$ cat config.mk
export PLATFORM = sky130hd
export DESIGN_NAME = spi_master_gen
export DESIGN_NICKNAME = d
export VERILOG_FILES = /design/src/rtl/spi_pkg.sv /design/src/rtl/spi_sclk_gen.sv /design/src/rtl/spi_master_gen.sv
export SDC_FILE = /design/constraint.sdc
export NUM_CORES = 1
export LEC_CHECK = 0
export CAP_MARGIN = 15
export CELL_PAD_IN_SITES_DETAIL_PLACEMENT = 0
export CELL_PAD_IN_SITES_GLOBAL_PLACEMENT = 1
export CORE_ASPECT_RATIO = 0.8
export CORE_MARGIN = 2
export CORE_UTILIZATION = 30
export DETAILED_ROUTE_END_ITERATION = 10
export PLACE_DENSITY_LB_ADDON = 0.1
export SKIP_LAST_GASP = 1
export SLEW_MARGIN = 20
export SYNTH_ARGS = -nofsm -noshare
export SYNTH_HDL_FRONTEND = slang
export SYNTH_SLANG_ARGS = --single-unit
export TNS_END_PERCENT = 1
$ cat constraint.sdc
create_clock -name clk -period 6 [get_ports clk]
set_clock_uncertainty 0.2 [all_clocks]
set_input_delay 0.9 -clock clk [delete_from_list [all_inputs] [get_ports clk]]
set_output_delay 0.9 -clock clk [all_outputs]
set_load 0.01 [all_outputs]
$ cat src/rtl/spi_pkg.sv
// Shared types and width helpers for the generic SPI master and its SCLK generator.
package spi_pkg;

    typedef enum logic [2:0] {
        IDLE,
        SETUP,
        XFER,
        WAIT,
        GAP
    } spi_state_e;

    typedef struct packed {
        logic cpol;
        logic cpha;
    } spi_mode_t;

    // Edge counter must reach 2*DATA_W, so it needs one bit above the clog2.
    function automatic int edge_cnt_w(input int data_w);
        return $clog2(2 * data_w) + 1;
    endfunction

    function automatic int ss_idx_w(input int num_ss);
        return (num_ss > 1) ? $clog2(num_ss) : 1;
    endfunction

endpackage

$ cat src/rtl/spi_sclk_gen.sv
// SCLK timing: half-period divider plus edge counter that classifies each SCLK edge.
module spi_sclk_gen
    import spi_pkg::*;
#(
    parameter int DATA_W = 8,
    parameter int DIV_W  = 8
) (
    input  logic             clk,
    input  logic             reset,
    input  logic             restart,
    input  logic             run,
    input  logic             edges_en,
    input  logic [DIV_W-1:0] clk_div,
    output logic             half_tick,
    output logic             toggle_en,
    output logic             lead_edge,
    output logic             trail_edge,
    output logic             last_edge,
    output logic             xfer_end
);

    localparam int EW = edge_cnt_w(DATA_W);
    localparam logic [EW-1:0] EDGES     = EW'(2 * DATA_W);
    localparam logic [EW-1:0] LAST_EDGE = EW'(2 * DATA_W - 1);

    logic [DIV_W-1:0] div_cnt_q, div_cnt_d;
    logic [EW-1:0]    edge_cnt_q, edge_cnt_d;

    // Edge k (1-based) is odd/leading when the count of edges already emitted is even.
    always_comb begin
        half_tick  = run && (div_cnt_q == clk_div);
        toggle_en  = half_tick && edges_en && (edge_cnt_q != EDGES);
        lead_edge  = toggle_en && !edge_cnt_q[0];
        trail_edge = toggle_en && edge_cnt_q[0];
        last_edge  = toggle_en && (edge_cnt_q == LAST_EDGE);
        xfer_end   = half_tick && edges_en && (edge_cnt_q == EDGES);

        div_cnt_d = '0;
        if (run && !half_tick) begin
            div_cnt_d = div_cnt_q + DIV_W'(1);
        end
        edge_cnt_d = edge_cnt_q;
        if (toggle_en) begin
            edge_cnt_d = edge_cnt_q + EW'(1);
        end
        if (restart) begin
            div_cnt_d  = '0;
            edge_cnt_d = '0;
        end
    end

    always_ff @(posedge clk) begin
        if (reset) begin
            div_cnt_q  <= '0;
            edge_cnt_q <= '0;
        end else begin
            div_cnt_q  <= div_cnt_d;
            edge_cnt_q <= edge_cnt_d;
        end
    end

endmodule

$ cat src/rtl/spi_master_gen.sv
// Parametrised SPI master: word FSM, shift registers and slave-select decode.
module spi_master_gen
    import spi_pkg::*;
#(
    parameter int DATA_W = 8,
    parameter int NUM_SS = 4,
    parameter int DIV_W  = 8
) (
    input  logic                         clk,
    input  logic                         reset,
    input  logic                         start,
    input  logic [DATA_W-1:0]            tx_data,
    input  logic [ss_idx_w(NUM_SS)-1:0]  ss_sel,
    input  logic                         cpol,
    input  logic                         cpha,
    input  logic [DIV_W-1:0]             clk_div,
    input  logic                         burst,
    input  logic                         frame_end,
    output logic                         ready,
    output logic                         busy,
    output logic                         done,
    output logic [DATA_W-1:0]            rx_data,
    output logic                         sclk,
    output logic                         mosi,
    input  logic                         miso,
    output logic [NUM_SS-1:0]            ss_n
);

    localparam int SS_W = ss_idx_w(NUM_SS);
    localparam logic [SS_W:0] NUM_SS_L = (SS_W + 1)'(NUM_SS);

    spi_state_e        state_q, state_d;
    logic [SS_W-1:0]   ss_idx_q, ss_idx_d;
    spi_mode_t         mode_q, mode_d;
    logic [DIV_W-1:0]  clk_div_q, clk_div_d;
    logic              burst_q, burst_d;
    logic [DATA_W-1:0] tx_sh_q, tx_sh_d;
    logic [DATA_W-1:0] rx_sh_q, rx_sh_d;
    logic [DATA_W-1:0] rx_data_q, rx_data_d;
    logic              mosi_q, mosi_d;
    logic              sclk_q, sclk_d;
    logic              done_q, done_d;
    logic [NUM_SS-1:0] ss_n_q, ss_n_d;

    logic restart, run, edges_en, ss_valid, load, load_cpha, sample, shift;
    logic half_tick, toggle_en, lead_edge, trail_edge, last_edge, xfer_end;

    assign run      = (state_q == SETUP) || (state_q == XFER) || (state_q == GAP);
    assign edges_en = (state_q == SETUP) || (state_q == XFER);
    assign ss_valid = {1'b0, ss_sel} < NUM_SS_L;

    spi_sclk_gen #(
        .DATA_W (DATA_W),
        .DIV_W  (DIV_W)
    ) u_sclk_gen (
        .clk        (clk),
        .reset      (reset),
        .restart    (restart),
        .run        (run),
        .edges_en   (edges_en),
        .clk_div    (clk_div_q),
        .half_tick  (half_tick),
        .toggle_en  (toggle_en),
        .lead_edge  (lead_edge),
        .trail_edge (trail_edge),
        .last_edge  (last_edge),
        .xfer_end   (xfer_end)
    );

    always_comb begin
        state_d   = state_q;
        ss_idx_d  = ss_idx_q;
        mode_d    = mode_q;
        clk_div_d = clk_div_q;
        burst_d   = burst_q;
        tx_sh_d   = tx_sh_q;
        rx_sh_d   = rx_sh_q;
        rx_data_d = rx_data_q;
        mosi_d    = mosi_q;
        sclk_d    = sclk_q;
        done_d    = 1'b0;
        restart   = 1'b0;
        load      = 1'b0;
        load_cpha = mode_q.cpha;

        // CPHA=1 shifts on leading edges starting with the MSB; CPHA=0 pre-loads the MSB.
        sample = mode_q.cpha ? trail_edge : lead_edge;
        shift  = mode_q.cpha ? lead_edge : (trail_edge && !last_edge);
        if (toggle_en) begin
            sclk_d = ~sclk_q;
            if (sample) begin
                rx_sh_d = {rx_sh_q[DATA_W-2:0], miso};
            end
            if (shift) begin
                mosi_d  = tx_sh_q[DATA_W-1];
                tx_sh_d = tx_sh_q << 1;
            end
        end

        case (state_q)
            IDLE: begin
                if (start && ss_valid) begin
                    state_d   = SETUP;
                    ss_idx_d  = ss_sel;
                    mode_d    = {cpol, cpha};
                    clk_div_d = clk_div;
                    burst_d   = burst;
                    sclk_d    = cpol;
                    load      = 1'b1;
                    load_cpha = cpha;
                    restart   = 1'b1;
                end
            end
            SETUP: begin
                if (half_tick) begin
                    state_d = XFER;
                end
            end
            XFER: begin
                if (xfer_end) begin
                    done_d    = 1'b1;
                    rx_data_d = rx_sh_q;
                    restart   = !burst_q;
                    state_d   = burst_q ? WAIT : GAP;
                end
            end
            WAIT: begin
                if (start) begin
                    state_d = SETUP;
                    burst_d = burst;
                    sclk_d  = mode_q.cpol;
                    load    = 1'b1;
                    restart = 1'b1;
                end else if (frame_end) begin
                    state_d = GAP;
                    restart = 1'b1;
                end
            end
            GAP: begin
                if (half_tick) begin
                    state_d = IDLE;
                end
            end
            default: state_d = IDLE;
        endcase

        if (load) begin
            mosi_d  = tx_data[DATA_W-1];
            tx_sh_d = load_cpha ? tx_data : (tx_data << 1);
        end

        ss_n_d = '1;
        if (state_d inside {SETUP, XFER, WAIT}) begin
            for (int i = 0; i < NUM_SS; i++) begin
                if (ss_idx_d == SS_W'(i)) begin
                    ss_n_d[i] = 1'b0;
                end
            end
        end
    end

    always_ff @(posedge clk) begin
        if (reset) begin
            state_q   <= IDLE;
            ss_idx_q  <= '0;
            mode_q    <= '0;
            clk_div_q <= '0;
            burst_q   <= 1'b0;
            tx_sh_q   <= '0;
            rx_sh_q   <= '0;
            rx_data_q <= '0;
            mosi_q    <= 1'b0;
            sclk_q    <= 1'b0;
            done_q    <= 1'b0;
            ss_n_q    <= '1;
        end else begin
            state_q   <= state_d;
            ss_idx_q  <= ss_idx_d;
            mode_q    <= mode_d;
            clk_div_q <= clk_div_d;
            burst_q   <= burst_d;
            tx_sh_q   <= tx_sh_d;
            rx_sh_q   <= rx_sh_d;
            rx_data_q <= rx_data_d;
            mosi_q    <= mosi_d;
            sclk_q    <= sclk_d;
            done_q    <= done_d;
            ss_n_q    <= ss_n_d;
        end
    end

    assign ready   = (state_q == IDLE) || (state_q == WAIT);
    assign busy    = (state_q != IDLE);
    assign done    = done_q;
    assign rx_data = rx_data_q;
    assign sclk    = sclk_q;
    assign mosi    = mosi_q;
    assign ss_n    = ss_n_q;

endmodule

==> results of run 1 <==
-- worst max path at each step --
| stage | start | to | slack [ns] | cells after the start |
|---|---|---|---|---|
| 2_1_floorplan | start | tx_sh_q[1] | 3.58 | 5 |
| 3_3_place_gp | start | tx_sh_q[5] | 2.35 | 6 |
| 3_5_place_dp | start | tx_sh_q[1] | 2.32 | 6 |
| 4_1_cts | start | tx_sh_q[5] | 2.65 | 6 |
| 5_1_grt | start | tx_sh_q[3] | 2.46 | 6 |
| 6_report | start | tx_sh_q[5] | 2.67 | 6 |
-- cell families after synthesis --
kind of cell    count (synthesis)  share of synthesized area (%)
buf+inv                        20                          2.976
xor+xnor                       19                          5.996
fa+ha+maj                       4                          1.803
simple gates                  131                          23.63
mux                            36                          13.48
flops                          60                          43.28
compound gates                 35                          8.838
-- area by class of cell --
| type | instances | area, µm² |
|---|---|---|
| timing repair buffer | 44 | 435.4 |
| sequential | 60 | 1201 |
| tap | 115 | 143.9 |
| fill | 924 | 5426 |
| clock inverter | 1 | 30.03 |
| clock buffer | 13 | 280.3 |
| inverter | 6 | 22.52 |
| multi-input combinational | 225 | 1498 |
-- stage by stage --
step / cells / util, % / power, µW / instance area, µm² / worst slack [ns]
after global placement: 450 / 36.52 / 685.7 / 3301 / 2.350
after floorplan: 305 / - / 614.0 / 2775 / 3.581
final: 464 / 39.96 / 1204 / 3611 / 2.665
after detailed placement: 450 / 36.52 / 683.8 / 3301 / 2.316
after global routing: 464 / 39.96 / 1260 / 3611 / 2.462
after CTS: 464 / 39.96 / 1223 / 3611 / 2.648
-- layer usage --
layer | up-vias | share of wire [%] | track usage [%]
li1 | 1130 | - | -
met1 | 974 | 51 | 18.11
met2 | 48 | 44 | 19.72
met3 | 6 | 4.4 | 4.585
met4 | 0 | 0.86 | 5.247
met5 | - | 0 | 0
-- power groups by stage --
stage / clock network, µW / logic, µW / registers, µW
floorplan: 0 / 165 / 449
global placement: 0 / 228 / 458
detailed placement: 0 / 226 / 458
CTS: 546 / 227 / 450
global route: 559 / 248 / 453
finish: 529 / 225 / 450
-- cell usage in the layout (no fill, tap or decap), types with 5 or more instances in the layout --
master / instances
dfxtp_1: 60
a21oi_1: 14
xnor2_1: 12
o21ai_0: 5
a211o_1: 7
mux2i_1: 34
nor2_1: 43
clkbuf_16: 9
clkdlybuf4s50_1: 42
inv_1: 6
nand2b_1: 5
nand2_1: 40
xor2_1: 7
nand3_1: 14
-- registers in the layout, indices dropped and copies added, names as in the netlist --
| name | cells |
|---|---|
| clk_div_q | 8 |
| rx_data | 8 |
| rx_sh_q | 8 |
| tx_sh_q | 8 |
| u_sclk_gen.div_cnt_q | 8 |
| u_sclk_gen.edge_cnt_q | 5 |
| ss_n | 4 |
| state_q | 3 |
| mode_q | 2 |
| ss_idx_q | 2 |
| burst_q | 1 |
| done | 1 |
| mosi | 1 |
| sclk | 1 |
-- critical path: stages --
cell,delay (ns)
clkdlybuf4s50_1,0.57
nor4b_4,0.79
mux2i_4,0.55
mux2i_1,0.13
a211o_1,0.30
mux2i_1,0.14
==> results by stage, run 1 <==
Status:
- The flow ran to the end, and the final reports show no timing, DRC or antenna violations.

Die:
- The floorplan has 31 rows.
- The die extent in y is approximately 90 µm.
- The starting density of the core is 30.71%.
- The placeable core region is around 0.0090 mm².
- During I/O placement, the number of pins put on the boundary was 43.
- From left edge to right edge, the die measures 111.5 µm.
- The area enclosed by the die boundary is 0.01004 mm².

Flow run:
- Across the run, the number of max-cap violations was 0.

CTS:
- In this run, post-CTS repair resized a total of 0 instances.
- The worst-skew pair later-pin latency is 0.32 ns.
- The H-tree was split into 3 levels.
- The number of buffers inserted for hold repair after clock tree synthesis is 0.
- Clock-pin slew was measured on the worst setup and hold paths at 0.05 ns.
- In this run the post-CTS setup repair buffer count came out at 0.
- Clock tree synthesis found a total of 60 sinks.
- The maximum buffer depth of the clock tree is 2.
- The root buffer cell is clkbuf_16.
- The clock buffer count from CTS is 9.
- The TritonCTS clock tree is yes.

Worst hold path:
- The worst hold path passes through 2 cells.
- The hold path startpoint is tx_sh_q[7].
- The terminating pin of the worst hold path is tx_sh_q[7].
- The path class of the tightest hold or removal check is register to register.

Detailed routing:
- After detailed routing, the average wire length per cell comes to 13.73 µm.
- The number of remaining DRC errors is 0.
- Dividing the detail-routed via count by the number of cells gives 4.651.
- The count of TritonRoute iterations in the first routing pass is 4.
- For this block, the routed nets add up to 6369 µm of wire.
- The routed layout has 2158 vias.
- The detail route stage leaves a number of antenna-violating nets equal to 0.
- The number of DRC markers in iteration 0 is 81.

Setup path:
- The kind of critical path is input pin to register.
- The largest fanout on the critical path is 12.
- The arrival time at the worst endpoint is 3.38 ns.
- The reg-to-reg critical path startpoint is state_q[1].
- The critical path endpoint category is a register.
- The worst setup slack for register-to-register paths is 3.25 ns.
- The sort of element at the start of the critical path is an input pin.
- Measured in cells, the most critical reg-to-reg path has a length of 5.
- The reg-to-reg endpoint is tx_sh_q[5].
- For the worst setup path, the data required time is 6.05 ns.

Pwr:
- The switching power summed over all nets is 315.5 µW.
- The analysis attributes to cell leakage a power of approximately 0.0014 µW.
- Of the total power, the share spent switching nets is between 20% and 30%.
- Power spread over the standard cell area amounts to 333.3 mW/mm².
- VDD sags by at most 0.1489 mV.
- The clock network is responsible for 43.9% of the overall power.
- The combinational fraction of design power is 18.7%.
- The internal power of the cells totals 888.1 µW.
- Per report_power, the sequential group accounts for 37.4% of the total.

Global routing:
- The pin count of the biggest net entering global routing is 43.
- The initial antenna violation count is 0.
- The overall track demand over capacity in global routing is between 10% and 20%.
- The overall overflow remaining after global route is 0.
- The via count of the first global-routing pass came to approximately 2100.
- The first global-routing pass estimated approximately 11000 µm of wire.

Synthesis:
- The post-synthesis area per instance is 9.099 µm².
- In this run, synthesis produced a sequential element count of 60.
- After synthesis, the largest area contributor takes up 43.28% of total cell area.
- After synthesis, the share of flip-flops with an asynchronous set or reset is 0%.
- In the synthesized netlist the dominant register cell turns out to be dfxtp_1.
- The sequential element share of the synthesized area is a little over two fifths.
- During synthesis, Yosys emitted a total of 0 warnings.
- The cell with the most instances after synthesis is dfxtp_1.
- The count of flip-flops with a built-in enable after synthesis is 0.
- When the netlist entered floorplanning its net count stood at ~340.
- The gate count after technology mapping is 305.
- The synthesized netlist contains 41 unique library cells.
- In the post-synthesis netlist, the biggest area contributors are dfxtp_1 (43%), mux2i_1 (12%), nor2_1 (5.8%).
- The netlist area before placement is roughly 0.0028 mm².
- Summed over all instances, the cell type with the most area after synthesis is dfxtp_1.
- By count the netlist is led by dfxtp_1 (60), nor2_1 (43), nand2_1 (40).

Placed design:
- Detailed placement ended at an HPWL of around 4300 µm.
- The count of input and output buffers is 42.
- Routability-driven placement finished with a final weighted congestion of 0.7184.

Finish:
- The number of nets in the final layout is 376.
- Of the cells placed in the final design, the portion with a size suffix greater than 1 is 8.023%.
- Relative to the synthesized area, the layout overhead comes to 30.12%.
- The number of diodes is 0.

STA:
- Setup repair after global routing left no endpoint under its margin.
- The maximum clock frequency is 299.9 MHz.
- The worst pin sits at a relative slew slack of 39.06%.
- The number of pins exceeding their max-slew limit in the final report is 0.
- At the pin with the least slew margin, the transition time is 0.9102 ns.
- After routing, the total negative slack on setup checks comes to 0 ns.
- Setup violations remaining at the end of the flow were counted as 0.
- The worst path uses 55.58% of the clock period.
- The count of final hold-check violations is 0.
- After layout, the minimum clock period comes to 3.335 ns.
- Hold is met by around 0.25 ns.
Power figures use the tool's default switching activity.
==> run 2, diff against run 1 <==
Clock period 6 ns to 3.3 ns, I/O delays scaled along.
==> run 2 against run 1 <==
Compared with the run above:
- non-clock buffer count rose by 2
- sequential share of layout area fell by 0.081 points
- hold slack gained 0.0045 ns
- sequential power grew 82%
- core utilization up 0.097 points
- clock-buffer cell count shrank 1
- flip-flop and latch count stayed put
- die area stayed put
- largest cell class unchanged
==> results by stage, run 2 (synthesized netlist as in run 1, its figures left out) <==
Status:
- The run finished with clean final reports.

Finish:
- The fraction of final layout cells with drive strength greater than 1 came to 8.782% (+0.76 points).
- The multi-input gate area in the final layout is 0.001498 mm² (unchanged).
- The number of nets in the final layout is 378 (+0.53%).
- The register cell area after layout is 0.001201 mm² (unchanged).
- The most common cell after layout, fill and taps aside is dfxtp_1.
- The layout overhead on the synthesized area is 30.43%.
- The number of diodes is 0 (unchanged).
- The top cell types in the final layout, fill and taps aside, are dfxtp_1 (60), nor2_1 (43), clkdlybuf4s50_1 (42).
- The number of fillers in the final layout is 920 (-0.43%).

STA:
- The number of pins exceeding their max-slew limit in the final report was 0 (unchanged).
- The transition at the pin with the smallest max-transition slack is 0.6483 ns (-0.2619 ns).
- The count of final hold-check violations is 0 (unchanged).
- The final critical-path setup slack is 0.7501 ns (-1.915 ns).
- Setup repair after global routing left no endpoint under its margin.
- After layout, the minimum clock period comes to 2.550 ns.
- The headroom to the max-slew limit is 56.72% (+18 points).
- The aggregate negative setup slack came to 0 ns (unchanged).
- The count of final setup violators is 0 (unchanged).
- The final clock period utilization by the worst path is just under 80%.
- Timing would allow up to 392.2 MHz.

Pwr:
- The worst vdd rail ir drop is 0.2948 mV (+98%).
- The power density of the placed cells is 600.1 mW/mm² (+80%).
- The leakage dissipation is 0.001380 µW (+0.35%).

CTS:
- In this run the clock root is driven by a clkbuf_16.
- The number of gates resized after CTS is 0 (unchanged).
- The clock buffer count from CTS is 9 (unchanged).
- The number of buffers inserted for hold repair after clock tree synthesis came to 0 (unchanged).
- The TritonCTS clock tree is yes.
- The clock-pin slew of the registers on the worst-case setup and hold paths was 0.05 ns (about the same).
- The number of post-CTS setup repair buffers is 0 (unchanged).
- The worst-skew pair later-pin latency was 0.33 ns (about the same).
- The number of sinks driven by the clock tree is 60 (unchanged).
- The maximum buffer depth of the clock tree is 2 (unchanged).
- The level count of the clock H-tree is 3 (unchanged).

Detailed routing:
- The number of DRC markers in iteration 0 is 66 (-19%).
- The post-detailed-route count of antenna-violating nets is 0 (unchanged).
- The count of TritonRoute iterations in the first routing pass is 4 (unchanged).
- The detail-routed net length per standard cell is 13.87 µm (+1.0%).
- The number of remaining DRC errors is 0 (unchanged).
- The ratio of routed vias to standard cells was 4.658 (+0.16%).
- The total wirelength of the detailed-routed design was 6489 µm (+1.9%).
- The routed via count came to 2180 (+1.0%).

Setup path:
- On the critical path the largest part of the delay comes from flip-flops.
- The critical path endpoint category is an output port.
- The critical-path cell with the highest stage delay is dfxtp_1.
- The critical path required time was 2.60 ns (-3.45 ns).
- The critical path is of the register to output port type.
- The arrival time at the worst endpoint is 1.85 ns (-1.53 ns).
- The worst stage delay on the critical path is 0.65 ns (-0.14 ns).
- The largest fanout on the critical path is 12 (unchanged).
- The buffering stage count on the worst path with inverters included is 1 (unchanged).
- STA classifies the critical path startpoint as a register.
- Traced cell by cell, the critical path runs through xor2_1 > nor2_1 > clkdlybuf4s50_1.
- Tracing the worst setup path back leads to its startpoint at state_q[0].
- The reg-to-reg critical path startpoint is state_q[0].

Die:
- The die extent in y is 90.03 µm (unchanged).
- The area enclosed by the die boundary is 0.01004 mm² (unchanged).
- The overall die width is 111.5 µm (unchanged).
- The number of I/O pins was 43 (unchanged).
- The starting density of the core is 30.71% (unchanged).
- The row count is 31 (unchanged).
- The placeable core region came to 0.009037 mm² (unchanged).

Worst hold path:
- The worst hold-check path type is register to register.
- The hold path startpoint is tx_sh_q[7].

Placed design:
- The worst-case setup slack after placement was 0.5334 ns (-1.783 ns).
- The count of input and output buffers is 42 (unchanged).
- The post-DP HPWL was 4416 µm (+3.4%).
- The routability-driven placement congestion ratio is 0.7123 (-0.85%).

Global routing:
- The overall track demand over capacity in global routing was 14.26% (+0.85 points).
- The overall overflow remaining after global route is 0 (unchanged).
- The via count of the first global-routing pass came to 2208 (+5.7%).
- The initial antenna violation count is 0 (unchanged).
- The pin count of the biggest net entering global routing came to 42 (-2.3%).
- The first-pass GRT wire length is 11250 µm (+5.9%).

Flow run:
- The number of max-capacitance violations reported is 0 (unchanged).
[run 2: changes by cell type in the layout (fill, tap and decap cells not counted)]
cell and delta:
clkinvlp_4 +1, clkbuf_1 +1, buf_4 +2, clkbuf_8 -2, clkinv_2 +2
[run 2: power by group]
group,total (µW),internal (µW),switching [µW]
clock,941,622,319
sequential,817,773,44.7
combinational,414,189,225
[run 2: cell type report]
cell class                      instances  area share (%)
Clock buffer                           12           7.086
Clock inverter                          4           1.314
Inverter                                6          0.6222
Multi-Input combinational cell        225           41.38
Sequential cell                        60           33.18
Tap cell                              115           3.975
Timing Repair Buffer                   46           12.44
[run 2: metrics by stage]
step,std cells,cell area [µm²],hold slack (ns),power [µW],utilization (%)
2_1_floorplan,305,2775,0.2322,1116,-
3_3_place_gp,452,3316,0.2458,1254,36.69
3_5_place_dp,452,3316,0.2492,1255,36.69
4_1_cts,468,3620,0.2565,2213,40.05
5_1_grt,468,3620,0.2791,2295,40.05
6_report,468,3620,0.2567,2172,40.05
[run 2: tightest hold or removal path: stages, from the launching register on]
cell and delay, ns:
dfxtp_1 0.31, nand2_1 0.05, mux2i_1 0.05
[run 2: final timing paths]
path / end / slack [ns] / cells past startpoint
setup / recovery: ready / 0.75 / 3
hold / removal: tx_sh_q[7] / 0.26 / 2
setup reg to reg: tx_sh_q[5] / 0.90 / 6
hold reg to reg: tx_sh_q[7] / 0.26 / 2
[run 2: routing by layer]
metal | global-route usage [%] | wire, µm | vias to the layer above | part of all wire (%)
li1 | - | - | 1135 | -
met1 | 19.15 | 3306 | 1004 | 51
met2 | 20.78 | 2853 | 36 | 44
met3 | 5.866 | 252 | 5 | 3.9
met4 | 4.630 | 76 | 0 | 1.2
met5 | 0 | 0 | - | 0
==> run 3, diff against run 2 <==
Clock period 3.3 ns to 2.4 ns, I/O delays scaled along.
==> run 3 against run 2 <==
Compared with the run above:
- die area unchanged
- critical endpoint is now busy
- critical path depth grew 1
- core utilization is 1.5 points higher
- highest routed layer unchanged
- critical path type unchanged
- clock-buffer cell count unchanged
- cell count up 2.8%
- sequential power grew 36%
==> results by stage, run 3 (synthesized netlist as in run 1, its figures left out) <==
Global routing:
- The layer with the highest usage after global routing is met2.
- The routing usage on met3 is 5.192% (-0.67 points).
- The initial antenna violation count is 0 (unchanged).
- The pin count of the biggest net entering global routing came to 17 (-60%).
- The overall overflow remaining after global route was 0 (unchanged).
- The overall track demand over capacity in global routing came to 14.49% (+0.23 points).
- The via count of the first global-routing pass was 2285 (+3.5%).
- The first-pass GRT wire length is 11580 µm (+2.9%).
- The met1 demand-to-capacity share in global routing is 19.64% (+0.49 points).
- The met2 routing resource usage after global routing is 21.19% (+0.41 points).

Finish:
- The final non-filler cell area is 0.003759 mm² (+3.8%).
- The register cell area after layout is 0.001202 mm² (+0.10%).
- The library cell used most frequently in the layout, excluding fill and tap cells, is dfxtp_1.
- The fraction of final layout cells with drive strength greater than 1 is 12.02% (+3.2 points).
- The number of nets in the final layout is 391 (+3.4%).
- The top cell types in the final layout, fill and taps aside, are dfxtp_1 (59), nor2_1 (43), clkdlybuf4s50_1 (42).
- The multi-input gate area in the final layout is 0.001498 mm² (unchanged).
- The layout overhead on the synthesized area is 35.44%.
- The number of diodes was 0 (unchanged).
- The number of fillers in the final layout is 937 (+1.8%).

Pwr:
- The worst vdd rail ir drop is 0.5059 mV (+72%).
- The combinational fraction of design power is 20.5% (+1.4 points).
- The switching power summed over all nets is 830.8 µW (+41%).
- The leakage dissipation is 0.001457 µW (+5.6%).
- The share of power burned in registers was 35.5% (-2.1 points).
- The internal power summed over all cells is 2307 µW (+46%).
- The proportion of total power due to net switching is 26.48% (-0.61 points).
- The power density of the placed cells came to 834.8 mW/mm² (+39%).
- The portion of total power attributed to the clock network is 43.9% (+0.6 points).

Placed design:
- The count of input and output buffers is 42 (unchanged).
- The post-DP HPWL was 4807 µm (+8.8%).
- The routability-driven placement congestion ratio is 0.7450 (+4.6%).
- The placement-stage cell area came to 0.003438 mm² (+3.7%).
- The worst-case setup slack after placement was -0.008323 ns (-0.5417 ns).

Flow run:
- The number of max-capacitance violations reported is 0 (unchanged).

Worst hold path:
- The worst hold-check path type is register to register.

STA:
- The count of final setup violators is 0 (unchanged).
- The number of pins exceeding their max-slew limit in the final report came to 0 (unchanged).
- The headroom to the max-slew limit is 70.61% (+14 points).
- The transition at the pin with the smallest max-transition slack is 0.4377 ns (-0.2106 ns).
- The final critical-path setup slack is 0.1617 ns (-0.5884 ns).
- In the finished design, the share of the clock period the worst path needs comes to 93.26%.
- Based on the critical path, the design can be clocked at up to roughly 450 MHz.
- The clock period minus worst slack is 2.238 ns.
- Setup repair after global routing left no endpoint under its margin.
- The count of final hold-check violations is 0 (unchanged).

Setup path:
- The arrival time at the worst endpoint is 1.68 ns (-0.17 ns).
- The worst setup path is captured at an output port.
- The largest fanout on the critical path came to 9 (-3).
- STA classifies the critical path startpoint as a register.
- The critical path required time is 1.84 ns (-0.76 ns).
- The kind of critical path is register to output port.

Die:
- The area enclosed by the die boundary is 0.01004 mm² (unchanged).
- The row count is 31 (unchanged).
- The overall die width is 111.5 µm (unchanged).
- The number of I/O pins was 43 (unchanged).
- The die extent in y is 90.03 µm (unchanged).
- The placeable core region was 0.009037 mm² (unchanged).
- The starting density of the core was 30.71% (unchanged).

CTS:
- The clock buffer count from CTS is 9 (unchanged).
- The cell sitting at the root of the clock tree is a clkbuf_16.
- The level count of the clock H-tree is 3 (unchanged).
- The clock-pin slew of the registers on the worst-case setup and hold paths is 0.05 ns (about the same).
- The worst-skew pair later-pin latency came to 0.33 ns (about the same).
- The maximum buffer depth of the clock tree is 2 (unchanged).
- TritonCTS built the clock tree.
- The number of sinks driven by the clock tree is 60 (unchanged).

Detailed routing:
- The number of DRC markers in iteration 0 is 86 (+30%).
- The detail-routed net length per standard cell came to 13.96 µm (+0.66%).
- The total wirelength of the detailed-routed design was 6713 µm (+3.5%).
- The count of TritonRoute iterations in the first routing pass is 4 (unchanged).
- The routed via count came to 2267 (+4.0%).
- The post-detailed-route count of antenna-violating nets was 0 (unchanged).
- The ratio of routed vias to standard cells is 4.713 (+1.2%).
- The number of remaining DRC errors is 0 (unchanged).

Status:
- The run finished with clean final reports.
## run 3: cell count changes in the layout (fill, tap and decap cells not counted), sizes merged
cell,change
clkinv,-1
buf,+13
bufinv,+1
## run 3: per-stage QoR
stage | utilization (%) | cells | power [µW] | setup TNS [ns] | hold slack (ns)
global placement | 38.05 | 465 | 1783 | 0 | 0.2442
finish | 41.59 | 481 | 3138 | 0 | 0.2558
floorplan | - | 305 | 1535 | 0 | 0.2322
detailed placement | 38.05 | 465 | 1786 | -0.01865 | 0.2478
global route | 41.59 | 481 | 3291 | 0 | 0.2771
CTS | 41.58 | 481 | 3183 | 0 | 0.2636
## run 3: area by class of cell
class | count | area share [%]
sequential | 60 | 31.99
clock buffer | 12 | 6.558
clock inverter | 4 | 1.931
multi-input combinational | 225 | 39.85
inverter | 6 | 0.5992
tap | 115 | 3.828
timing repair buffer | 59 | 15.25
## run 3: per-layer routing
layer  up-vias  part of all wire [%]  wire (µm)
li1       1160                     -          -
met1      1051                    50       3328
met2        50                    44       2964
met3         6                   5.0        339
met4         0                   1.2         80
met5         -                     0          0
## run 3: what timing repair did
action / in CTS / in global routing
setup buffers: 0 / 0
setup endpoints to repair: 0 / 2
hold buffers: 0 / 0
gates resized for setup: 0 / 1
## run 3: final timing paths
| check | cells past startpoint | end | slack (ns) | from |
|---|---|---|---|---|
| max | 4 | busy | 0.16 | state_q[0] |
| min | 2 | tx_sh_q[7] | 0.26 | tx_sh_q[7] |
| max reg2reg | 7 | sclk | 0.17 | u_sclk_gen.edge_cnt_q[0] |
| min reg2reg | 2 | tx_sh_q[7] | 0.26 | tx_sh_q[7] |
## run 3: power by group through the flow
stage	Combinational, µW	Clock [µW]	Sequential, µW
finish	645	1380	1110
global route	715	1450	1120
CTS	654	1410	1110
detailed placement	651	0	1140
global placement	648	0	1140
floorplan	412	0	1120
## run 3: critical path, stage by stage (launching register included)
cell             delay [ns]
dfxtp_1                0.46
buf_4                  0.22
nor2_1                 0.07
nand2_1                0.07
clkdlybuf4s50_1        0.53
